--- config.mk ---
export PLATFORM = sky130hd
export DESIGN_NAME = sprite_overlay_engine
export DESIGN_NICKNAME = d
export VERILOG_FILES = /design/src/rtl/sprite_overlay_engine.sv
export SDC_FILE = /design/constraint.sdc
export NUM_CORES = 1
export LEC_CHECK = 0
export ABC_AREA = 1
export ABC_CLOCK_PERIOD_IN_PS = 5300
export BUFFER_PORTS_ARGS = -buffer_cell sky130_fd_sc_hd__buf_4
export CELL_PAD_IN_SITES_DETAIL_PLACEMENT = 0
export CELL_PAD_IN_SITES_GLOBAL_PLACEMENT = 2
export CORE_MARGIN = 1.5
export CORE_UTILIZATION = 35
export DETAILED_ROUTE_END_ITERATION = 7
export GPL_TIMING_DRIVEN = 0
export PLACE_DENSITY = 0.92
export SYNTH_ARGS = -nofsm -noshare
export SYNTH_HDL_FRONTEND = slang
export SYNTH_SLANG_ARGS = --single-unit
--- constraint.sdc ---
create_clock -name vga_clk -period 5.3 [get_ports vga_clk]
set_clock_uncertainty 0.05 [all_clocks]
set_input_delay 0.53 -clock vga_clk [delete_from_list [all_inputs] [get_ports vga_clk]]
set_output_delay 0.53 -clock vga_clk [all_outputs]
set_load 0.1 [all_outputs]
--- src/rtl/sprite_overlay_engine.sv ---
// Movable, power-of-two scaled indexed-colour sprite overlay with a frame-synchronous show/blink FSM.
// Define SPRITE_TRANSP_EN to make palette index TRANSP_IDX transparent.
module sprite_overlay_engine #(
  parameter int unsigned SPR_W        = 80,
  parameter int unsigned SPR_H        = 45,
  parameter int unsigned ADDR_W       = 12,
  parameter int unsigned IDX_W        = 2,
  parameter int unsigned SCALE_LOG2   = 0,
  parameter int unsigned ROM_LAT      = 1,
  parameter int unsigned INIT_X       = 560,
  parameter int unsigned INIT_Y       = 434,
  parameter int unsigned BLINK_FRAMES = 30,
  parameter int unsigned TRANSP_IDX   = 0
) (
  input  logic              vga_clk,
  input  logic              reset_n,
  input  logic [9:0]        DrawX,
  input  logic [9:0]        DrawY,
  input  logic              blank,
  input  logic [9:0]        pos_x,
  input  logic [9:0]        pos_y,
  input  logic              pos_valid,
  output logic              pos_ready,
  input  logic              show,
  input  logic              blink,
  output logic [ADDR_W-1:0] rom_addr,
  input  logic [IDX_W-1:0]  rom_data,
  output logic              sprite_on,
  output logic [IDX_W-1:0]  pix_idx
);

  localparam int unsigned SW    = SPR_W << SCALE_LOG2;
  localparam int unsigned SH    = SPR_H << SCALE_LOG2;
  localparam int unsigned DLY   = ROM_LAT + 1;
  localparam int unsigned CNT_W = (BLINK_FRAMES > 1) ? $clog2(BLINK_FRAMES) : 1;

  typedef enum logic [1:0] {S_HIDDEN, S_VISIBLE, S_BLINK_ON, S_BLINK_OFF} state_e;

  state_e             state_q;
  logic [CNT_W-1:0]   cnt_q;

  logic [9:0]         act_x_q, act_x_d, act_y_q, act_y_d;
  logic [9:0]         pend_x_q, pend_x_d, pend_y_q, pend_y_d;
  logic               pos_ready_q, pos_ready_d;
  logic [ADDR_W-1:0]  rom_addr_q, rom_addr_d;
  logic [DLY-1:0]     dl_q, dl_d;
  logic               sprite_on_q, sprite_on_d;
  logic [IDX_W-1:0]   pix_idx_q, pix_idx_d;

  logic               fs_c, vis_c, in_win_c, opaque_c;
  logic [10:0]        x_end_c, y_end_c;
  logic [9:0]         dx_c, dy_c;
  logic [ADDR_W-1:0]  addr_c;

  assign fs_c  = (DrawX == 10'd0) && (DrawY == 10'd0);
  assign vis_c = (state_q == S_VISIBLE) || (state_q == S_BLINK_ON);

  // Window bounds in 11 bits so a window near the right/bottom edge never wraps.
  assign x_end_c  = 11'(act_x_q) + 11'(SW);
  assign y_end_c  = 11'(act_y_q) + 11'(SH);
  assign in_win_c = (DrawX >= act_x_q) && (11'(DrawX) < x_end_c) &&
                    (DrawY >= act_y_q) && (11'(DrawY) < y_end_c) &&
                    (DrawX < 10'd640) && (DrawY < 10'd480);

  assign dx_c   = (DrawX - act_x_q) >> SCALE_LOG2;
  assign dy_c   = (DrawY - act_y_q) >> SCALE_LOG2;
  assign addr_c = ADDR_W'(dx_c) + ADDR_W'(dy_c) * ADDR_W'(SPR_W);

`ifdef SPRITE_TRANSP_EN
  assign opaque_c = (rom_data != IDX_W'(TRANSP_IDX));
`else
  logic unused_transp;
  assign opaque_c      = 1'b1;
  assign unused_transp = ^(IDX_W'(TRANSP_IDX));
`endif

  // Show/blink state machine; every transition is taken on a frame start only.
  always_ff @(posedge vga_clk) begin
    if (!reset_n) begin
      state_q <= S_HIDDEN;
      cnt_q   <= '0;
    end else if (fs_c) begin
      if (!show) begin
        state_q <= S_HIDDEN;
        cnt_q   <= '0;
      end else begin
        case (state_q)
          S_HIDDEN: begin
            state_q <= blink ? S_BLINK_ON : S_VISIBLE;
            cnt_q   <= '0;
          end
          S_VISIBLE: begin
            if (blink) begin
              state_q <= S_BLINK_ON;
              cnt_q   <= '0;
            end
          end
          S_BLINK_ON, S_BLINK_OFF: begin
            if (!blink) begin
              state_q <= S_VISIBLE;
              cnt_q   <= '0;
            end else if (cnt_q == CNT_W'(BLINK_FRAMES - 1)) begin
              state_q <= (state_q == S_BLINK_ON) ? S_BLINK_OFF : S_BLINK_ON;
              cnt_q   <= '0;
            end else begin
              cnt_q <= cnt_q + CNT_W'(1);
            end
          end
          default: begin
            state_q <= S_HIDDEN;
            cnt_q   <= '0;
          end
        endcase
      end
    end
  end

  // Position handshake, address generation and the matched on/blank/visible delay line.
  always_comb begin
    act_x_d     = act_x_q;
    act_y_d     = act_y_q;
    pend_x_d    = pend_x_q;
    pend_y_d    = pend_y_q;
    pos_ready_d = pos_ready_q;
    rom_addr_d  = rom_addr_q;

    if (pos_valid && pos_ready_q) begin
      pend_x_d    = pos_x;
      pend_y_d    = pos_y;
      pos_ready_d = 1'b0;
    end
    // An empty pending slot (pos_ready high) means nothing to commit on this frame start.
    if (fs_c && !pos_ready_q) begin
      act_x_d     = pend_x_q;
      act_y_d     = pend_y_q;
      pos_ready_d = 1'b1;
    end
    if (in_win_c) begin
      rom_addr_d = addr_c;
    end

    dl_d        = {dl_q[DLY-2:0], in_win_c & blank & vis_c};
    sprite_on_d = dl_q[DLY-1] & opaque_c;
    pix_idx_d   = sprite_on_d ? rom_data : '0;
  end

  always_ff @(posedge vga_clk) begin
    if (!reset_n) begin
      act_x_q     <= 10'(INIT_X);
      act_y_q     <= 10'(INIT_Y);
      pend_x_q    <= '0;
      pend_y_q    <= '0;
      pos_ready_q <= 1'b1;
      rom_addr_q  <= '0;
      dl_q        <= '0;
      sprite_on_q <= 1'b0;
      pix_idx_q   <= '0;
    end else begin
      act_x_q     <= act_x_d;
      act_y_q     <= act_y_d;
      pend_x_q    <= pend_x_d;
      pend_y_q    <= pend_y_d;
      pos_ready_q <= pos_ready_d;
      rom_addr_q  <= rom_addr_d;
      dl_q        <= dl_d;
      sprite_on_q <= sprite_on_d;
      pix_idx_q   <= pix_idx_d;
    end
  end

  assign pos_ready = pos_ready_q;
  assign rom_addr  = rom_addr_q;
  assign sprite_on = sprite_on_q;
  assign pix_idx   = pix_idx_q;

endmodule

# After elaboration in Yosys (flattened, before gate mapping)
# Index checks and enable logic that the tools add are counted.
[classes]
n_addsub = 6
bitwise_logic = 3
n_lt_le_gt_ge = 6
n_mul = 1
muxes = 12
n_reduce_logical = 18
eq_ne = 6
[ops]
columns = ["cell", "n"]
rows = [
  ["$lt 10x11->1", 2],
  ["$ge 10x10->1", 2],
  ["$logic_not 10->1", 2],
  ["$mux 5", 4],
  ["$sub 10x10->10", 2],
  ["$pmux 5 s3", 1],
  ["$add 10x12->12", 1],
  ["$add 10x6->11 const B", 1],
  ["$add 10x7->11 const B", 1],
  ["$lt 10x10->1 const B", 1],
  ["$lt 10x9->1 const B", 1],
  ["$mul 10x3->8 const B", 1],
  ["$mux 2", 5],
  ["$logic_and 1x1->1", 8],
  ["$pmux 2 s3", 1],
  ["$add 5x1->5 const B", 1],
  ["$eq 5x5->1 const B", 1],
  ["$eq 2x2->1 const B", 2],
  ["$ne 4x4->1 const B", 1],
  ["$reduce_and 2->1", 2],
  ["$reduce_or 2->1", 2],
  ["$ne 3x3->1 const B", 1],
  ["$reduce_and 3->1", 1],
  ["$and 1x1->1", 2],
  ["other kinds (6)", 6],
]
[totals]
output_inout_bits = 16
elab_cells = 63
in_bits = 48
register_bits = 65

# Longest topological paths before layout
[logic_depth]
word_depth = 9
mapped_depth = 24
mapped_depth_nobuf = 24

# Worst setup path after synthesis
# Ideal clock, no wire load.
[synth_timing]
path_kind = "input-to-reg"
startpoint = "input DrawY[0]"
endpoint = "register rom_addr_q[11], in the netlist rom_addr[11]"
n_path_buf = 0
required_ns = 5.186
arrival_time_ns = 3.472
path_stages = 22
setup_slack_ns = 1.714
setup_ns = 0.064
cell_sequence = "inv_1 > ha_1 > inv_1 > fa_1 > a31oi_1 > xnor2_1 > ha_1 > inv_1 > fa_1 > inv_1 > ha_1 > nand2_1 > inv_1 > nand4_1 > nand3_1 > nand2_1 > nand2_1 > nand2_1 > nand3b_1 > nand2_1 > nor2_1 > nor2_1"
[synth_via]
elab_chain_len = 5
word_cells_on_any_way = 10
classes_between = "add/sub (2); mul (1); order compare (3); reduce/logical (4)"
[synth_rtl]
columns = ["item", "line", "rtl"]
rows = [
  ["start, declared", "18", "input logic [9:0] DrawY,"],
  ["branches (longest 5 deep; another with $add 10x12->12)", "n/a", ""],
  ["end signal, assigned", "164", "rom_addr_q <= rom_addr_d;"],
  ["end, declared", "45", "logic [ADDR_W-1:0] rom_addr_q, rom_addr_d;"],
]
# Parallel ways; which one is timed is not known.
# A chain may end at the register's enable or synchronous reset.

# Worst setup path in the final report
# Same ends and word-level chain as after synthesis.

==> flow_metrics.tcl <==
set metrics [dict create \
    num_antenna_cells 0 \
    cts_tree "built" \
    hp-class "in -> reg" \
    synth-main-ff-cell "dfxtp_1" \
    switchingPower_mw 0.430 \
    syn_avg_cell_area_um2 7.10 \
    numCtsBuffers 9 \
    wl_met1_mm 5.40 \
    nNetsFinal 844 \
    wl_met2_mm 5.34 \
    p_leak_nw 2.82 \
    drv_slew 0 \
    root_buffer "clkbuf_16" \
    post_cts_resized 0 \
    std_cell_rows 42 \
    top_layer "met4" \
    clock_path_buffers 2 \
    initial_core_util_pct 35.6 \
    ys_seq_elements 65 \
    combPwrFrac_pct 23.1 \
    arrival_ps 3960 \
    hold_depth 3 \
    pwr-share-clk_pct 42.0 \
    vias 4258 \
    wl_per_cell_um 12.3 \
    clock.fmax_mhz 268 \
    async_flop_share_pct 0 \
    ir_worst_vdd_uv 142 \
    htree_levels 3 \
    portBuffers 63 \
    clkTransAtPathRegs_ps 60 \
    rsz0062_at_grt "no" \
    grt_pass1_vias 4203 \
    r2r_cells 24 \
    chipHeight_um 119 \
    post-cts-setup-buffers 0 \
    setup_viol 0 \
    fp.coreArea_um2 13100 \
    ys_types 43 \
    die_w_um 119 \
    seq_power_share_pct 34.9 \
    setup_tns_ps 0 \
    syn_inst 659 \
    grt_first_pass_wirelength_mm 19.4 \
    track_usage_pct 17.1 \
    fin_crit_sh_pct 70.4 \
    cp-start-kind "primary input" \
    die_area_um2 14100 \
    power_per_cell_area_nw_per_um2 258 \
    reg2reg_slack_ps 1570 \
    synth_edf_count 0 \
    place.gp.congestion 0.828 \
    tightestPinTransition_ps 573 \
    antenna_found_initial 0 \
    viasPerCell 4.66 \
    final_util_pct 43.2 \
    outcome "complete, no violations" \
    drive_gt1_share_pct 14.9 \
    p_int_mw 1.03 \
    yosys_warnings 0 \
    syn-num-nets 770 \
    drc 0 \
    fin_crit_ps 3730 \
    insertion_delay_ps 330 \
    swShare_pct 29.4 \
    hold_viol 0 \
    antenna_left 0 \
    cts_sinks 65 \
    grt_max_degree 12 \
    grt_overflow 0 \
    dr.pass1.iters 4 \
    slew_headroom_pct 61.8 \
    cp_data_required_time_ps 5530 \
    drt-total-wl_mm 11.2 \
    holdBufCountCts 0 \
    met3WireLength_um 321 \
    netlist_area_um2 4680 \
    drt_iter0_drc 178 \
    cp-end-kind "register" \
    critPathKind "in -> reg" \
    maxCapViolCount 0 \
    ios 64 \
    worst-path-max-fanout 4 \
    hpwl_mm 9.40 \
    ys_seq_area_share_pct 27.8 \
    areaGrowthSynthToFinish_pct 21.4 \
]
==> path summary, 6_finish.rpt <==
| check | start | endpoint |
|---|---|---|
| hold / removal | rom_data[1] | pix_idx[1] |
| setup reg to reg | act_y_q[2] | rom_addr[11] |
| hold reg to reg | dl_q[0] | dl_q[1] |
| setup / recovery | DrawY[0] | rom_addr[11] |
==> critical path, cell delays in order <==
cell	delay (ps)
buf_4	110
inv_1	80
ha_1	170
inv_1	80
fa_1	440
a31oi_1	190
xnor2_1	120
ha_1	330
inv_1	70
fa_1	530
inv_1	40
ha_1	330
nand2_1	70
inv_1	90
nand4_1	100
nand3_1	120
nand2_1	60
nand2_1	60
nand2_1	60
nand3b_1	160
nand2_1	70
nor2_1	40
nor2_1	90
==> cell families (layout without fill, tap and decap cells) <==
logic type	Yosys count	count (layout)	synth area share, %
buffers and inverters	105	184	9.17
xor gates and xnor gates	33	33	6.18
adders and majority gates	63	63	17.5
DFF	65	65	27.8
AOI/OAI and AO/OA	124	124	14.4
and+or+nand+nor	269	269	25.0
==> layout make-up <==
type	count	area, um2
fill	1429	7460
tap	176	220
clock inverter	4	51.3
inverter	90	339
timing repair buffer	63	473
multi-input combinational	489	2950
clock buffer	12	256
buffer	15	90.1
sequential	65	1300
==> per-layer routing <==
layer / global-route usage [%] / vias to the layer above
met5: 0 / -
met4: 5.80 / 0
met3: 2.94 / 14
met2: 29.8 / 71
met1: 21.2 / 1893
li1: - / 2280
==> sequential cells by signal, indices dropped and copies added, names as in the netlist <==
register / cells
pend_y_q: 10
rom_addr: 12
pend_x_q: 10
dl_q: 2
act_y_q: 10
state_q: 2
pix_idx: 2
cnt_q: 5
sprite_on: 1
pos_ready: 1
act_x_q: 10
==> cell usage after synthesis, types with 2 or more instances <==
master	count	share of area (%)
a21o_1	2	0.32
a21oi_1	51	5.5
a21oi_2	5	0.94
a31oi_1	3	0.40
buf_2	4	0.43
clkbuf_1	8	0.64
dfxtp_1	65	28
fa_1	4	1.7
ha_1	59	16
inv_1	84	6.7
inv_2	4	0.32
nand2_1	116	9.3
nand2_2	4	0.53
nand2_4	3	0.72
nand3_1	28	3.0
nand3b_1	5	0.80
nand4_1	6	0.80
nor2_1	94	7.5
nor2_2	2	0.27
nor4_1	2	0.27
o211ai_1	2	0.32
o21ai_0	54	5.8
o21bai_1	2	0.32
or2_1	2	0.27
xnor2_1	8	1.5
xor2_1	25	4.7
==> power by group through the flow <==
stage	Combinational, mW	Clock (mW)	Sequential, mW
CTS	0.342	0.631	0.511
floorplan	0.230	0	0.537
finish	0.338	0.615	0.511
detailed placement	0.340	0	0.522
global placement	0.335	0	0.521
global route	0.387	0.655	0.512
==> cells in the final DEF (no fill, tap or decap), drive strengths merged <==
master and instances:
dfxtp 65, nand2 123, xnor2 8, clkinvlp 1, a31o 1, a21o 2
inv 88, a31oi 3, or2 4, nand3 28, nor2 97, buf 69
xor2 25, a21oi 56, ha 59, o211ai 2, nor4 2, o2111ai 1
clkbuf 21, a21boi 1, fa 4, o21ai 55, nand4 7, o21bai 2
bufinv 1, nand3b 6, nor3 2, o311ai 1, clkinv 4
==> per-stage QoR <==
step / hold slack, ps / power, mW / worst slack, ps / cells / instance area (um2)
6_report: 357 / 1.46 / 1570 / 914 / 5680
3_3_place_gp: 352 / 0.856 / 1280 / 898 / 5370
3_5_place_dp: 358 / 0.862 / 1230 / 898 / 5370
4_1_cts: 350 / 1.48 / 1570 / 914 / 5680
2_1_floorplan: 340 / 0.767 / 1710 / 659 / 4680
5_1_grt: 349 / 1.55 / 1250 / 914 / 5680
(Power assumes the default switching activity.)
